$ cat src/rtl/sload_period_sequencer.sv
// sload_period_sequencer: turns a free-running 4-bit counter with synchronous
// load into a modulo counter running LOAD_VAL..TERM for NPER periods, and
// checks that the returned count follows the expected sequence.
module sload_period_sequencer #(
  parameter logic [3:0]  LOAD_VAL = 4'b1010,
  parameter logic [3:0]  TERM     = 4'b1111,
  parameter int unsigned NPER     = 4
) (
  input  logic       C,
  input  logic       R,
  input  logic       START,
  input  logic       ABORT,
  input  logic [3:0] Q_IN,
  output logic       SLOAD,
  output logic       BUSY,
  output logic       DONE,
  output logic       ERR,
  output logic [7:0] PCOUNT
);

  localparam int unsigned CW = 4;
  localparam int unsigned PW = 8;

  // SLOAD is registered, so the reload is requested one count before TERM.
  localparam logic [CW-1:0] TRIG    = TERM - CW'(1);
  localparam logic [PW-1:0] NPER_M1 = PW'(NPER - 1);

  typedef enum logic [1:0] {
    S_IDLE   = 2'd0,
    S_PRIME  = 2'd1,
    S_RUN    = 2'd2,
    S_FINISH = 2'd3
  } state_t;

  state_t        state;
  state_t        state_n;
  logic [CW-1:0] exp_q;
  logic [CW-1:0] exp_n;
  logic          sload_n;
  logic          busy_n;
  logic          done_n;
  logic          err_n;
  logic [PW-1:0] pcount_n;
  logic          mismatch;
  logic          at_trig;

  assign mismatch = (Q_IN != exp_q);
  assign at_trig  = (Q_IN == TRIG);

  // State and output registers; R restores every register to its idle value.
  always_ff @(posedge C) begin
    if (R) begin
      state  <= S_IDLE;
      exp_q  <= '0;
      SLOAD  <= 1'b0;
      BUSY   <= 1'b0;
      DONE   <= 1'b0;
      ERR    <= 1'b0;
      PCOUNT <= '0;
    end else begin
      state  <= state_n;
      exp_q  <= exp_n;
      SLOAD  <= sload_n;
      BUSY   <= busy_n;
      DONE   <= done_n;
      ERR    <= err_n;
      PCOUNT <= pcount_n;
    end
  end

  // Next-state, expected-count tracking, reload trigger and sequence check.
  always_comb begin
    state_n  = state;
    exp_n    = exp_q;
    sload_n  = SLOAD;
    busy_n   = BUSY;
    done_n   = 1'b0;
    err_n    = ERR;
    pcount_n = PCOUNT;

    case (state)
      S_IDLE: begin
        // ABORT has no meaning here, so START always wins.
        sload_n = 1'b0;
        if (START) begin
          state_n  = S_PRIME;
          sload_n  = 1'b1;
          busy_n   = 1'b1;
          pcount_n = '0;
          err_n    = 1'b0;
        end
      end

      S_PRIME: begin
        if (ABORT) begin
          state_n = S_IDLE;
          sload_n = 1'b0;
          busy_n  = 1'b0;
        end else begin
          // Counter takes LOAD_VAL at this edge; start tracking from there.
          state_n = S_RUN;
          sload_n = 1'b0;
          exp_n   = LOAD_VAL;
        end
      end

      S_RUN: begin
        if (ABORT) begin
          state_n = S_IDLE;
          sload_n = 1'b0;
          busy_n  = 1'b0;
        end else begin
          exp_n = SLOAD ? LOAD_VAL : exp_q + CW'(1);
          if (mismatch) begin
            err_n = 1'b1;
          end
          if (at_trig) begin
            sload_n  = 1'b1;
            pcount_n = PCOUNT + PW'(1);
            if (PCOUNT == NPER_M1) begin
              state_n = S_FINISH;
            end
          end else begin
            sload_n = 1'b0;
          end
        end
      end

      S_FINISH: begin
        if (ABORT) begin
          state_n = S_IDLE;
          sload_n = 1'b0;
          busy_n  = 1'b0;
        end else begin
          // Last reload happens at this edge; the run is complete.
          if (mismatch) begin
            err_n = 1'b1;
          end
          state_n = S_IDLE;
          sload_n = 1'b0;
          busy_n  = 1'b0;
          done_n  = 1'b1;
        end
      end

      default: begin
        state_n = S_IDLE;
        sload_n = 1'b0;
        busy_n  = 1'b0;
      end
    endcase
  end

endmodule

$ cat config.mk
export PLATFORM = sky130hd
export DESIGN_NAME = sload_period_sequencer
export DESIGN_NICKNAME = d
export VERILOG_FILES = /design/src/rtl/sload_period_sequencer.sv
export SDC_FILE = /design/constraint.sdc
export NUM_CORES = 1
export LEC_CHECK = 0
export BUFFER_PORTS_ARGS = -buffer_cell sky130_fd_sc_hd__buf_2
export CORE_MARGIN = 4
export CORE_UTILIZATION = 38
export CTS_CLUSTER_DIAMETER = 50
export DETAILED_ROUTE_END_ITERATION = 12
export HOLD_SLACK_MARGIN = 0.02
export PLACE_DENSITY = 0.64
export SLEW_MARGIN = 30
export SYNTH_ARGS = -nofsm -noshare
export SYNTH_HDL_FRONTEND = slang
export SYNTH_SLANG_ARGS = --single-unit
$ cat constraint.sdc
create_clock -name C -period 1.65 [get_ports C]
set_input_delay 0.165 -clock C [delete_from_list [all_inputs] [get_ports C]]
set_output_delay 0.165 -clock C [all_outputs]
set_load 0.005 [all_outputs]
== Word-level counts from Yosys, hierarchy flattened ==
Index checks and enable logic that the tools add are counted.

* Output and inout bits: 12
* Flip-flop bits (word level): 18
* Input port bits: 8
* Word-level logic and storage cells: 64

* Add/subtract/negate cells: 2
* Equality and inequality tests: 15
* Multiplexer cells: 26
* Reduce and logical (&&, ||, !) cells: 13
* Bitwise logic cells: 1

{| class="wikitable"
|+ Operators with widths
! operator !! count
|-
| $mux 8 || 3
|-
| $pmux 8 s2 || 1
|-
| $mux 4 || 3
|-
| $mux 2 || 5
|-
| $ne 2x2->1 const B || 5
|-
| $mux 1 || 9
|-
| $add 8x1->8 const B || 1
|-
| $eq 8x2->1 const B || 1
|-
| $pmux 2 s4 || 1
|-
| $pmux 4 s2 || 1
|-
| $reduce_and 4->1 || 2
|-
| $reduce_or 2->1 || 4
|-
| $ne 3x3->1 const B || 2
|-
| $pmux 1 s3 || 2
|-
| $reduce_and 3->1 || 2
|-
| $reduce_bool 2->1 || 3
|-
| $add 4x1->4 const B || 1
|-
| $eq 2x2->1 const B || 2
|-
| $eq 4x4->1 const B || 1
|-
| $ne 2x1->1 const B || 2
|-
| $ne 4x4->1 || 1
|-
| $eq 2x1->1 const B || 1
|-
| $logic_not 2->1 || 1
|-
| $pmux 1 s2 || 1
|-
| other kinds (2) || 2
|}

== Depth between registers and ports, before layout ==
* Depth in word-level cells: 5
* Depth in mapped cells: 7
* Mapped depth without buffers: 6

== Worst setup path before layout ==
OpenSTA, ideal clock, no wires.

* Path kind: flip-flop to flip-flop
* Start point: reg state[0]
* End point: reg PCOUNT[2]
* Arrival time: 1.597 ns
* Library setup time: 0.070 ns
* Data required time: 1.580 ns
* Clock period less this slack: 1.667 ns
* Stages on the path, launching flop included: 8
* Setup slack: -0.017 ns
* Path buffers: 1
* Cells stage by stage: dfxtp_1 > inv_1 > ha_1 > and3b_2 > a41oi_4 > buf_6 > or3_1 > a21oi_1

* Cells in the longest elaborated chain, start to end: 3
* Elaborated cells on any way between the ends: 8
* Classes of those cells: eq/ne (4); mux (1); reduce/logical (3)

{| class="wikitable"
|+ RTL lines
! item !! RTL line !! RTL
|-
| start: declaration || 35 || <nowiki>state_t state;</nowiki>
|-
| start signal: assignment || 61 || <nowiki>state <= state_n;</nowiki>
|-
| $eq 2x2->1 or $logic_not 2->1 (tied branches) || 81 || <nowiki>case (state)</nowiki>
|-
| $ne 2x2->1 (no source line) or $reduce_bool 2->1 (tied branches) || - ||
|-
| $reduce_and 4->1 (no source line) || - ||
|-
| end signal: assignment || 67 || <nowiki>PCOUNT <= pcount_n;</nowiki>
|-
| end: declaration || 18 || <nowiki>output logic [7:0] PCOUNT</nowiki>
|}

Parallel ways exist; a longest one is shown, timed or not.
A chain may end at the register's enable or synchronous reset.

== Worst setup path in the final report ==
* Start point: reg state[1]
* End point: reg PCOUNT[6]

The elaborated chain is that of the path after synthesis.

==> results.sh <==
export IMPL_outcome="finished, final reports clean"
export IMPL_hold_class="in -> reg"
export IMPL_area_growth_pct=29.94
export IMPL_synth_top_area_share_pct=37.16
export IMPL_cts_hold_fix_buffers=0
export IMPL_grt_max_degree=15
export IMPL_final_area_um2=1260
export IMPL_fmax_mhz=626.9
export IMPL_end_kind="register"
export IMPL_core_area_um2=2455
export IMPL_drc_errors=0
export IMPL_nets=157
export IMPL_totalWireLength_mm=2.384
export IMPL_synth_largest_area_cell="dfxtp_1"
export IMPL_die_h_um=58.52
export IMPL_tritoncts_num_buffers=3
export IMPL_finClkSkew_ns=0.002894
export IMPL_crit_arrival_ns=1.84
export IMPL_cts_sinks=18
export IMPL_fin_crit_ns=1.595
export IMPL_whs_path_depth=2
export IMPL_rsz0062_at_grt="false"
export IMPL_cts_tree="built"
export IMPL_io_pins=20
export IMPL_drive_above_1_share_pct=32.39
export IMPL_n_antenna_cell=0
export IMPL_synth_fp_nets=127
export IMPL_start_util_pct=39.50
export IMPL_slew_viol_final=0
export IMPL_design_die_area_um2=3424
export IMPL_max_slew_margin_pct=79.81
export IMPL_gp_congestion=0.7574
export IMPL_dp_final_hpwl_mm=1.681
export IMPL_placed_area_um2=1145
export IMPL_ant_nets=0
export IMPL_final_common_cell="buf_2"
export IMPL_synth_distinct_cells=36
export IMPL_cts_setup_buffers=0
export IMPL_powerDensity_nw_per_um2=734.4
export IMPL_netlist_area_um2=969.7
export IMPL_power_frac_clock_pct=30.8
export IMPL_hold_viol=0
export IMPL_fp_row_count=18
export IMPL_yosysSeqAreaShare_pct=37.16
export IMPL_ir_drop_mv=0.4796
export IMPL_clockBufferDepth=2
export IMPL_finalCritPeriodShare_pct=96.68
export IMPL_reg2regPathDepth=6
export IMPL_syn_inst=113
export IMPL_post_drt_wl_per_cell_um=13.86
export IMPL_synth_warnings=0
export IMPL_setup_violations=0
export IMPL_dr_pass1_iters=4
export IMPL_drv_cap=0
export IMPL_fill_cells=245
export IMPL_cts_clk_slew_worst_paths_ns=0.11
export IMPL_grt_pass1_wl_mm=3.884
export IMPL_die_w_um=58.52
export IMPL_via_count=945
export IMPL_clk_latency_ns=0.30
export IMPL_combPwrFrac_pct=19.4
export IMPL_power_frac_seq_pct=49.8
export IMPL_tightest_slew_ns=0.3018
export IMPL_layout_common_cells="19 x buf_2, 17 x dfxtp_1, 15 x a21oi_1"
export IMPL_grt_pass1_vias=878
export IMPL_synth_area_top_cells="dfxtp_1 37%, a21oi_1 8.3%, ha_1 7.7%"
export IMPL_synth_seq_cells=18
export IMPL_cp_max_fo=8
export IMPL_grtUsageTotal_pct=14.77
export IMPL_cp_start_kind="register"
export IMPL_antenna_found_initial=0
export IMPL_p_switching_uw=262.3
export IMPL_cp_required_ns=1.89
export IMPL_io_buffers=19
export IMPL_setup_tns_ns=0
export IMPL_power_leakage_nw=0.4979
export IMPL_drt_iter0_drc=31
export IMPL_vias_per_cell=5.494
export IMPL_clockRootBuffer="clkbuf_4"
export IMPL_crit_type="reg -> reg"
export IMPL_syn_area_per_cell_um2=8.581
export IMPL_grt_overflow_total=0
export IMPL_p_sw_share_pct=28.34
export IMPL_h_tree_depth=1
export IMPL_internal_power_uw=663.1
-- cell usage after synthesis --
master,number
dfxtp_1,18
a21oi_1,16
nor2_1,9
o21ai_0,7
or3_1,7
ha_1,6
inv_1,6
nand2_1,6
xnor2_1,4
nand2b_1,3
nand3_1,3
nand4_1,2
nor2b_1,2
nor3_1,2
a211oi_1,1
a22oi_1,1
a311oi_1,1
a31oi_1,1
a41oi_4,1
and2_1,1
and3_1,1
and3b_2,1
and4b_2,1
buf_6,1
clkbuf_1,1
mux2i_1,1
nand3b_1,1
nor3b_1,1
nor4b_1,1
o2111ai_1,1
o21a_1,1
o21bai_1,1
o31ai_1,1
or2_2,1
or2b_1,1
or4_1,1
-- area by class of cell --
class,count,area [um2],area share (%)
multi-input cells,88,651.9,51.74
repair buffers,26,147.6,11.72
clock buffers,4,36.28,2.880
well taps,30,37.54,2.979
flip-flops and latches,18,364.1,28.90
inverters,6,22.52,1.787
-- critical path: stages (launching register included) --
cell,delay [ns]
dfxtp_4,0.39
inv_2,0.06
ha_4,0.16
or2b_4,0.24
a41oi_4,0.18
or3_1,0.38
a21oi_1,0.14
-- power groups by stage --
stage               combinational [mW]  clock (mW)  sequential [mW]
floorplan                       0.0999           0            0.471
global placement                 0.143           0            0.470
detailed placement               0.150           0            0.471
CTS                              0.161       0.285            0.461
global route                     0.200       0.313            0.463
finish                           0.179       0.285            0.461
-- what timing repair did --
item                                   CTS  global route
gates resized for setup                  1            14
pin swaps                                1             7
cloned                                   1             0
endpoints found under the hold margin    0             0
setup endpoints to repair                9            10
-- state kept, by name, summed over array words and instances (netlist names) --
signal,count
PCOUNT,8
exp_q,4
state,2
BUSY,1
DONE,1
ERR,1
SLOAD,1
-- stage by stage --
step                      cells  hold WS, ns  utilization, %  worst slack [ns]  power, mW
final                       172      0.08041           51.33           0.05476     0.9253
after global routing        172      0.07826           51.33          0.003272     0.9751
after CTS                   172      0.08247           48.93         -0.001834     0.9062
after detailed placement    167       0.4137           46.64          -0.04080     0.6207
after global placement      167       0.4124           46.64           0.02889     0.6125
after floorplan             113       0.2411               -           0.03908     0.5706
-- routing by layer --
layer	vias to the layer above	track usage, %	routed length, um
li1	468	-	-
met1	448	18.66	1036
met2	24	24.08	1198
met3	5	4.167	113
met4	0	4.967	35
met5	-	0	0
-- path summary, 6_finish.rpt --
| check | slack [ns] | endpoint | start |
|---|---|---|---|
| setup reg to reg | 0.05 | PCOUNT[6] | state[1] |
| setup / recovery | 0.05 | PCOUNT[6] | state[1] |
| hold reg to reg | 0.49 | ERR | ERR |
| hold / removal | 0.08 | DONE | ABORT |
-- cells by family after synthesis --
group | after synthesis | synth area share (%)
XOR/XNOR | 4 | 3.613
buffers and inverters | 8 | 3.870
flip-flops | 18 | 37.16
AND/OR/NAND/NOR | 44 | 25.55
adder cells (fa/ha/maj) | 6 | 7.742
multiplexers | 1 | 1.032
AO/OA/AOI/OAI | 32 | 21.03
Power figures use the tool's default switching activity.
